## config.mk

```make
export PLATFORM = sky130hd
export DESIGN_NAME = core_seq_ctrl
export DESIGN_NICKNAME = d
export VERILOG_FILES = /design/src/rtl/core_seq_ctrl_pkg.sv /design/src/rtl/core_seq_ctrl_fetch_timer.sv /design/src/rtl/core_seq_ctrl.sv
export SDC_FILE = /design/constraint.sdc
export NUM_CORES = 1
export LEC_CHECK = 0
export ABC_AREA = 1
export CORE_MARGIN = 4
export CORE_UTILIZATION = 45
export CTS_CLUSTER_DIAMETER = 200
export DETAILED_ROUTE_END_ITERATION = 8
export GPL_TIMING_DRIVEN = 0
export MAX_ROUTING_LAYER = met4
export PLACE_DENSITY = 0.77
export SYNTH_ARGS = -nofsm -noshare
export SYNTH_HDL_FRONTEND = slang
export SYNTH_HIERARCHICAL = 1
export SYNTH_SLANG_ARGS = --single-unit
```

## constraint.sdc

```tcl
create_clock -name clk -period 2.4 [get_ports clk]
set_input_delay 0.48 -clock clk [delete_from_list [all_inputs] [get_ports clk]]
set_output_delay 0.48 -clock clk [all_outputs]
set_load 0.03 [all_outputs]
```

## src/rtl/core_seq_ctrl_pkg.sv

```systemverilog
// Shared encodings for the RV32I multi-cycle sequencer: FSM states, halt
// causes and the decode type codes consumed from the id stage.
package core_seq_ctrl_pkg;

    typedef enum logic [2:0] {
        SEQ_IDLE   = 3'd0,
        SEQ_FETCH  = 3'd1,
        SEQ_DECODE = 3'd2,
        SEQ_EXEC   = 3'd3,
        SEQ_WB     = 3'd4,
        SEQ_HALT   = 3'd5
    } seq_state_e;

    localparam logic [2:0] HALT_NONE      = 3'd0;
    localparam logic [2:0] HALT_GOOD_TRAP = 3'd1;
    localparam logic [2:0] HALT_BAD_TRAP  = 3'd2;
    localparam logic [2:0] HALT_ILLEGAL   = 3'd3;
    localparam logic [2:0] HALT_BUS_ERR   = 3'd4;
    localparam logic [2:0] HALT_TIMEOUT   = 3'd5;

    localparam logic [3:0] NO_TYPE       = 4'd0;
    localparam logic [3:0] R_TYPE        = 4'd1;
    localparam logic [3:0] I_TYPE_A_TYPE = 4'd2;
    localparam logic [3:0] I_TYPE_L_TYPE = 4'd3;
    localparam logic [3:0] I_TYPE_J_TYPE = 4'd4;
    localparam logic [3:0] I_TYPE_E_TYPE = 4'd5;
    localparam logic [3:0] S_TYPE        = 4'd6;
    localparam logic [3:0] B_TYPE        = 4'd7;
    localparam logic [3:0] U_TYPE        = 4'd8;
    localparam logic [3:0] J_TYPE        = 4'd9;

    function automatic logic [2:0] trap_code(input logic good);
        return good ? HALT_GOOD_TRAP : HALT_BAD_TRAP;
    endfunction

endpackage

```

## src/rtl/core_seq_ctrl_fetch_timer.sv

```systemverilog
// Counts consecutive FETCH cycles; expire is high on the FETCH_TIMEOUT-th cycle
// of a fetch that has not yet been acknowledged.
module seq_fetch_timer
    import core_seq_ctrl_pkg::*;
#(
    parameter int FETCH_TIMEOUT = 16
) (
    input  logic clk,
    input  logic rst,
    input  logic clear,
    input  logic en,
    output logic expire
);

    localparam int TW = $clog2(FETCH_TIMEOUT + 1);

    logic [TW-1:0] cnt_q, cnt_d;

    always_comb begin
        cnt_d = cnt_q;
        if (clear) begin
            cnt_d = '0;
        end else if (en) begin
            cnt_d = cnt_q + TW'(1);
        end
    end

    always_ff @(posedge clk) begin
        if (rst) begin
            cnt_q <= '0;
        end else begin
            cnt_q <= cnt_d;
        end
    end

    // cnt_q holds completed FETCH cycles, so cycle N of the fetch sees N-1.
    assign expire = en && (cnt_q == TW'(FETCH_TIMEOUT - 1));

endmodule

```

## src/rtl/core_seq_ctrl.sv

```systemverilog
// Multi-cycle FETCH/DECODE/EXEC/WB sequencer; owns every architectural write
// enable and halts on ebreak, illegal instruction, bus error or fetch timeout.
module core_seq_ctrl
    import core_seq_ctrl_pkg::*;
#(
    parameter int FETCH_TIMEOUT = 16,
    parameter int CNT_W         = 32
) (
    input  logic             clk,
    input  logic             rst,
    input  logic             start,
    output logic             imem_req,
    input  logic             imem_ack,
    input  logic             imem_err,
    output logic             ir_wen,
    input  logic [3:0]       inst_type,
    input  logic             trap_good,
    input  logic             id_rd_wen,
    input  logic             ex_ready,
    output logic             rf_wen,
    output logic             pc_wen,
    output logic             halted,
    output logic [2:0]       halt_code,
    output logic [2:0]       state,
    output logic [CNT_W-1:0] cycles,
    output logic [CNT_W-1:0] retired
);

    seq_state_e       state_q, state_d;
    logic [2:0]       halt_code_q, halt_code_d;
    logic [CNT_W-1:0] cycles_q, cycles_d;
    logic [CNT_W-1:0] retired_q, retired_d;
    logic             tmr_clear, tmr_en, tmr_expire;

    seq_fetch_timer #(.FETCH_TIMEOUT(FETCH_TIMEOUT)) u_fetch_timer (
        .clk    (clk),
        .rst    (rst),
        .clear  (tmr_clear),
        .en     (tmr_en),
        .expire (tmr_expire)
    );

    always_comb begin
        state_d     = state_q;
        halt_code_d = halt_code_q;
        imem_req    = 1'b0;
        ir_wen      = 1'b0;
        rf_wen      = 1'b0;
        pc_wen      = 1'b0;
        tmr_en      = (state_q == SEQ_FETCH);
        tmr_clear   = 1'b1;
        unique case (state_q)
            SEQ_IDLE: begin
                if (start) state_d = SEQ_FETCH;
            end
            SEQ_FETCH: begin
                imem_req  = 1'b1;
                tmr_clear = 1'b0;
                // Bus error outranks a same-cycle ack; an ack outranks expiry.
                if (imem_err) begin
                    state_d     = SEQ_HALT;
                    halt_code_d = HALT_BUS_ERR;
                    tmr_clear   = 1'b1;
                end else if (imem_ack) begin
                    ir_wen    = 1'b1;
                    state_d   = SEQ_DECODE;
                    tmr_clear = 1'b1;
                end else if (tmr_expire) begin
                    state_d     = SEQ_HALT;
                    halt_code_d = HALT_TIMEOUT;
                    tmr_clear   = 1'b1;
                end
            end
            SEQ_DECODE: begin
                if (inst_type == NO_TYPE) begin
                    state_d     = SEQ_HALT;
                    halt_code_d = HALT_ILLEGAL;
                end else if (inst_type == I_TYPE_E_TYPE) begin
                    state_d     = SEQ_HALT;
                    halt_code_d = trap_code(trap_good);
                end else begin
                    state_d = SEQ_EXEC;
                end
            end
            SEQ_EXEC: begin
                if (ex_ready) state_d = SEQ_WB;
            end
            SEQ_WB: begin
                rf_wen  = id_rd_wen;
                pc_wen  = 1'b1;
                state_d = SEQ_FETCH;
            end
            SEQ_HALT: begin
                state_d = SEQ_HALT;
            end
            default: begin
                state_d = SEQ_IDLE;
            end
        endcase
    end

    always_comb begin
        cycles_d  = cycles_q;
        retired_d = retired_q;
        if (state_q != SEQ_IDLE && state_q != SEQ_HALT) cycles_d = cycles_q + CNT_W'(1);
        if (state_q == SEQ_WB) retired_d = retired_q + CNT_W'(1);
    end

    always_ff @(posedge clk) begin
        if (rst) begin
            state_q     <= SEQ_IDLE;
            halt_code_q <= HALT_NONE;
            cycles_q    <= '0;
            retired_q   <= '0;
        end else begin
            state_q     <= state_d;
            halt_code_q <= halt_code_d;
            cycles_q    <= cycles_d;
            retired_q   <= retired_d;
        end
    end

    assign halted    = (state_q == SEQ_HALT);
    assign halt_code = halt_code_q;
    assign state     = state_q;
    assign cycles    = cycles_q;
    assign retired   = retired_q;

endmodule
```

==> flow_metrics.tcl <==
set metrics [dict create \
    gate_count_after_technology_mapping 663 \
    fmaxAchievable_mhz 437 \
    post-route-worst-setup-slack_ns 0.111 \
    yosysTopAreaCellShare_pct 35.0 \
    die_y_microns 106 \
    first_pass_iters 7 \
    worst_ir_drop_vdd_mv 0.254 \
    cts_sink_cnt 75 \
    skew_ns 0.00916 \
    dp_slack_ns 0.0158 \
    num_vias 4386 \
    worstPathRequired_ns 1.92 \
    relSlewSlack_pct 54.6 \
    synthesis.nets 679 \
    tritoncts "built" \
    post_cts.repair.setup_buffers 0 \
    finalSetupViolations 0 \
    start_kind "flip-flop" \
    timing.final.hold_violations 0 \
    drv.max_cap_violation_count 0 \
    r2r_setup_slack_ns 0.46 \
    placeableCoreArea_sq_um 9240 \
    power.combinational.fraction_pct 16.6 \
    globalplace.congestion 0.866 \
    area.growth.synth_to_final_pct 27.5 \
    synthTopCellsByArea "sky130_fd_sc_hd__dfxtp_1, sky130_fd_sc_hd__nand2_1, sky130_fd_sc_hd__nor2_1" \
    antennaDiodeCount 0 \
    crit_end "halted" \
    synth_common_cells "sky130_fd_sc_hd__nand2_1, sky130_fd_sc_hd__nor2_1, sky130_fd_sc_hd__inv_1" \
    largest_net_degree_at_the_start_of_global_routing 12 \
    detail_placement_hpwl_microns 8580 \
    die_w_microns 106 \
    fp-row-count 35 \
    gr-total-overflow 0 \
    rsz0062_at_grt "false" \
    path_class "reg -> out" \
    cts_inserted_buffers 9 \
    global_route_met2_utilization_pct 33.1 \
    routedWlPerCell_microns 12.3 \
    remaining_drc_errors 0 \
    clock_power_share_pct 32.9 \
    drt_first_iter_violations 160 \
    timing.hold.worst.class "reg -> reg" \
    yosysMostFrequentCell "sky130_fd_sc_hd__nand2_1" \
    met1_usage_pct 25.2 \
    cts_max_level 3 \
    synth-warning-count 6 \
    power_density_nw_per_um2 471 \
    vias_per_cell 4.91 \
    layer_carrying_the_most_global_route_usage "met2" \
    pin_count 87 \
    seq_area_frac_synth_pct 35.0 \
    cts_buffer_depth 2 \
    drt_wl_total_microns 11000 \
    drive_above_1_share_pct 7.20 \
    post_synth_edffs 0 \
    drtAntennaViolNets 0 \
    yosys.cell_types.count 41 \
    worst_slew_pin_slew_ns 0.680 \
    setup.worst_path.end_class "output port" \
    initial_core_util_pct 46.4 \
    drv_slew 0 \
    placement.cell_area_sq_um 5310 \
    asyncSetResetFlopFracSynth_pct 0 \
    placement.io_buffers 86 \
    swShare_pct 29.3 \
    fraction_of_power_consumed_by_sequential_logic_pct 50.4 \
    grt_pass1_wl_microns 18200 \
    grt_use_met3_pct 2.88 \
    avgSynthCellArea_sq_um 6.46 \
    regToRegStartpoint "u_fetch_timer/cnt_q[0]" \
    grt_pass1_vias 4039 \
    switchingPower_uw 753 \
    dieArea_sq_um 11100 \
    antenna_found_initial 0 \
    power.static_leakage_uw 0.00222 \
    synth.ff_latch_count 75 \
    endpoint_arrival_time_on_the_critical_path_ns 1.81 \
    finish.net_count 776 \
    clk_root_buffer_cell "sky130_fd_sc_hd__clkbuf_8" \
    crit_path_start "state[1]" \
    synth_ff_type "sky130_fd_sc_hd__dfxtp_1" \
    synth.largest_area_cell "sky130_fd_sc_hd__dfxtp_1" \
    power.internal_uw 1820 \
    synthesis.area_sq_um 4280 \
    fin_area_sq_um 5460 \
    clock_latency_ns 0.35 \
    post-route-period-util_pct 95.4 \
    r2r_cells 12 \
    critPathMaxFanout 7 \
    setup_total_negative_slack_ns 0 \
    hold_path.startpoint "retired[2]" \
    worst_setup_hold_path_clk_slew_ns 0.07 \
    post-route-min-period_ns 2.29 \
    reg2reg_to "u_fetch_timer/cnt_q[0]" \
    status "complete, no violations" \
    global_route.usage.total_pct 20.2 \
]
-- power groups by stage --
stage	registers, uW	logic [uW]	clock network, uW
2_1_floorplan	1370	232	0
3_3_place_gp	1320	421	0
3_5_place_dp	1330	431	0
4_1_cts	1300	428	859
5_1_grt	1300	465	904
6_report	1300	428	846
-- per-layer routing --
layer / part of all wire, % / vias up
li1: - / 2292
met1: 46 / 1944
met2: 47 / 132
met3: 4.8 / 18
met4: 2.2 / 0
met5: 0 / -
-- logic make-up (layout without fill, tap and decap cells) --
| logic type | count (synthesis) | after routing | share of synthesized area (%) |
|---|---|---|---|
| flops | 75 | 75 | 35.0 |
| buf+inv | 106 | 207 | 9.87 |
| xor+xnor | 5 | 5 | 1.02 |
| compound gates | 75 | 75 | 9.35 |
| simple gates | 398 | 398 | 43.5 |
| fa+ha+maj | 4 | 4 | 1.17 |
-- area by class of cell --
cell class	instances	area, sq um
Buffer	11	66.3
Clock buffer	12	145
Clock inverter	3	15.0
Fill cell	880	3780
Inverter	95	357
Multi-Input combinational cell	482	2360
Sequential cell	75	1500
Tap cell	129	161
Timing Repair Buffer	86	856
-- repair_timing --
item                                    4_1_cts  5_1_grt
endpoints found under the setup margin        3        2
hold buffers                                  0        0
endpoints found under the hold margin         0        0
gates resized for setup                       3        3
-- cell usage in the layout, fill, tap and decap left out, types with 5 or more instances in the layout --
cell,instances
sky130_fd_sc_hd__clkbuf_1,7
sky130_fd_sc_hd__nor2_4,6
sky130_fd_sc_hd__nand2_1,166
sky130_fd_sc_hd__clkdlybuf4s50_1,82
sky130_fd_sc_hd__nor2_2,5
sky130_fd_sc_hd__o21ai_1,5
sky130_fd_sc_hd__dfxtp_1,75
sky130_fd_sc_hd__clkbuf_8,10
sky130_fd_sc_hd__inv_1,91
sky130_fd_sc_hd__nor2_1,123
sky130_fd_sc_hd__nand2_4,7
sky130_fd_sc_hd__nand3_1,37
sky130_fd_sc_hd__a21oi_1,32
sky130_fd_sc_hd__nand4_1,20
sky130_fd_sc_hd__o21ai_0,29
sky130_fd_sc_hd__nor3_1,12
-- per-stage QoR --
step           cells  total power [uW]  hold WS, ns  utilization (%)
2_1_floorplan    663              1610        0.468                -
3_3_place_gp     878              1740        0.461             57.4
3_5_place_dp     878              1760        0.482             57.4
4_1_cts          893              2590        0.492             59.1
5_1_grt          893              2670        0.516             59.1
6_report         893              2570        0.496             59.1
-- critical path, stage by stage, from the launching register on --
cell	delay, ns
sky130_fd_sc_hd__dfxtp_1	0.37
sky130_fd_sc_hd__inv_2	0.16
sky130_fd_sc_hd__nand3_1	0.18
sky130_fd_sc_hd__inv_1	0.09
sky130_fd_sc_hd__clkdlybuf4s50_1	0.67
-- how the worst min path moves through the flow --
| stage | end | slack, ns | depth (start not counted) |
|---|---|---|---|
| 6_report | retired[2] | 0.50 | 1 |
| 5_1_grt | u_fetch_timer/cnt_q[3] | 0.52 | 2 |
| 4_1_cts | retired[2] | 0.49 | 1 |
| 3_5_place_dp | retired[2] | 0.48 | 1 |
| 3_3_place_gp | halt_code[2] | 0.46 | 2 |
| 2_1_floorplan | u_fetch_timer/cnt_q[3] | 0.47 | 2 |
-- flip-flops by register name (all words and copies together) (netlist names) --
| register | cells |
|---|---|
| state | 3 |
| retired | 32 |
| u_fetch_timer/cnt_q | 5 |
| cycles | 32 |
| halt_code | 3 |
Note: power is estimated with default switching activity, not from simulation.
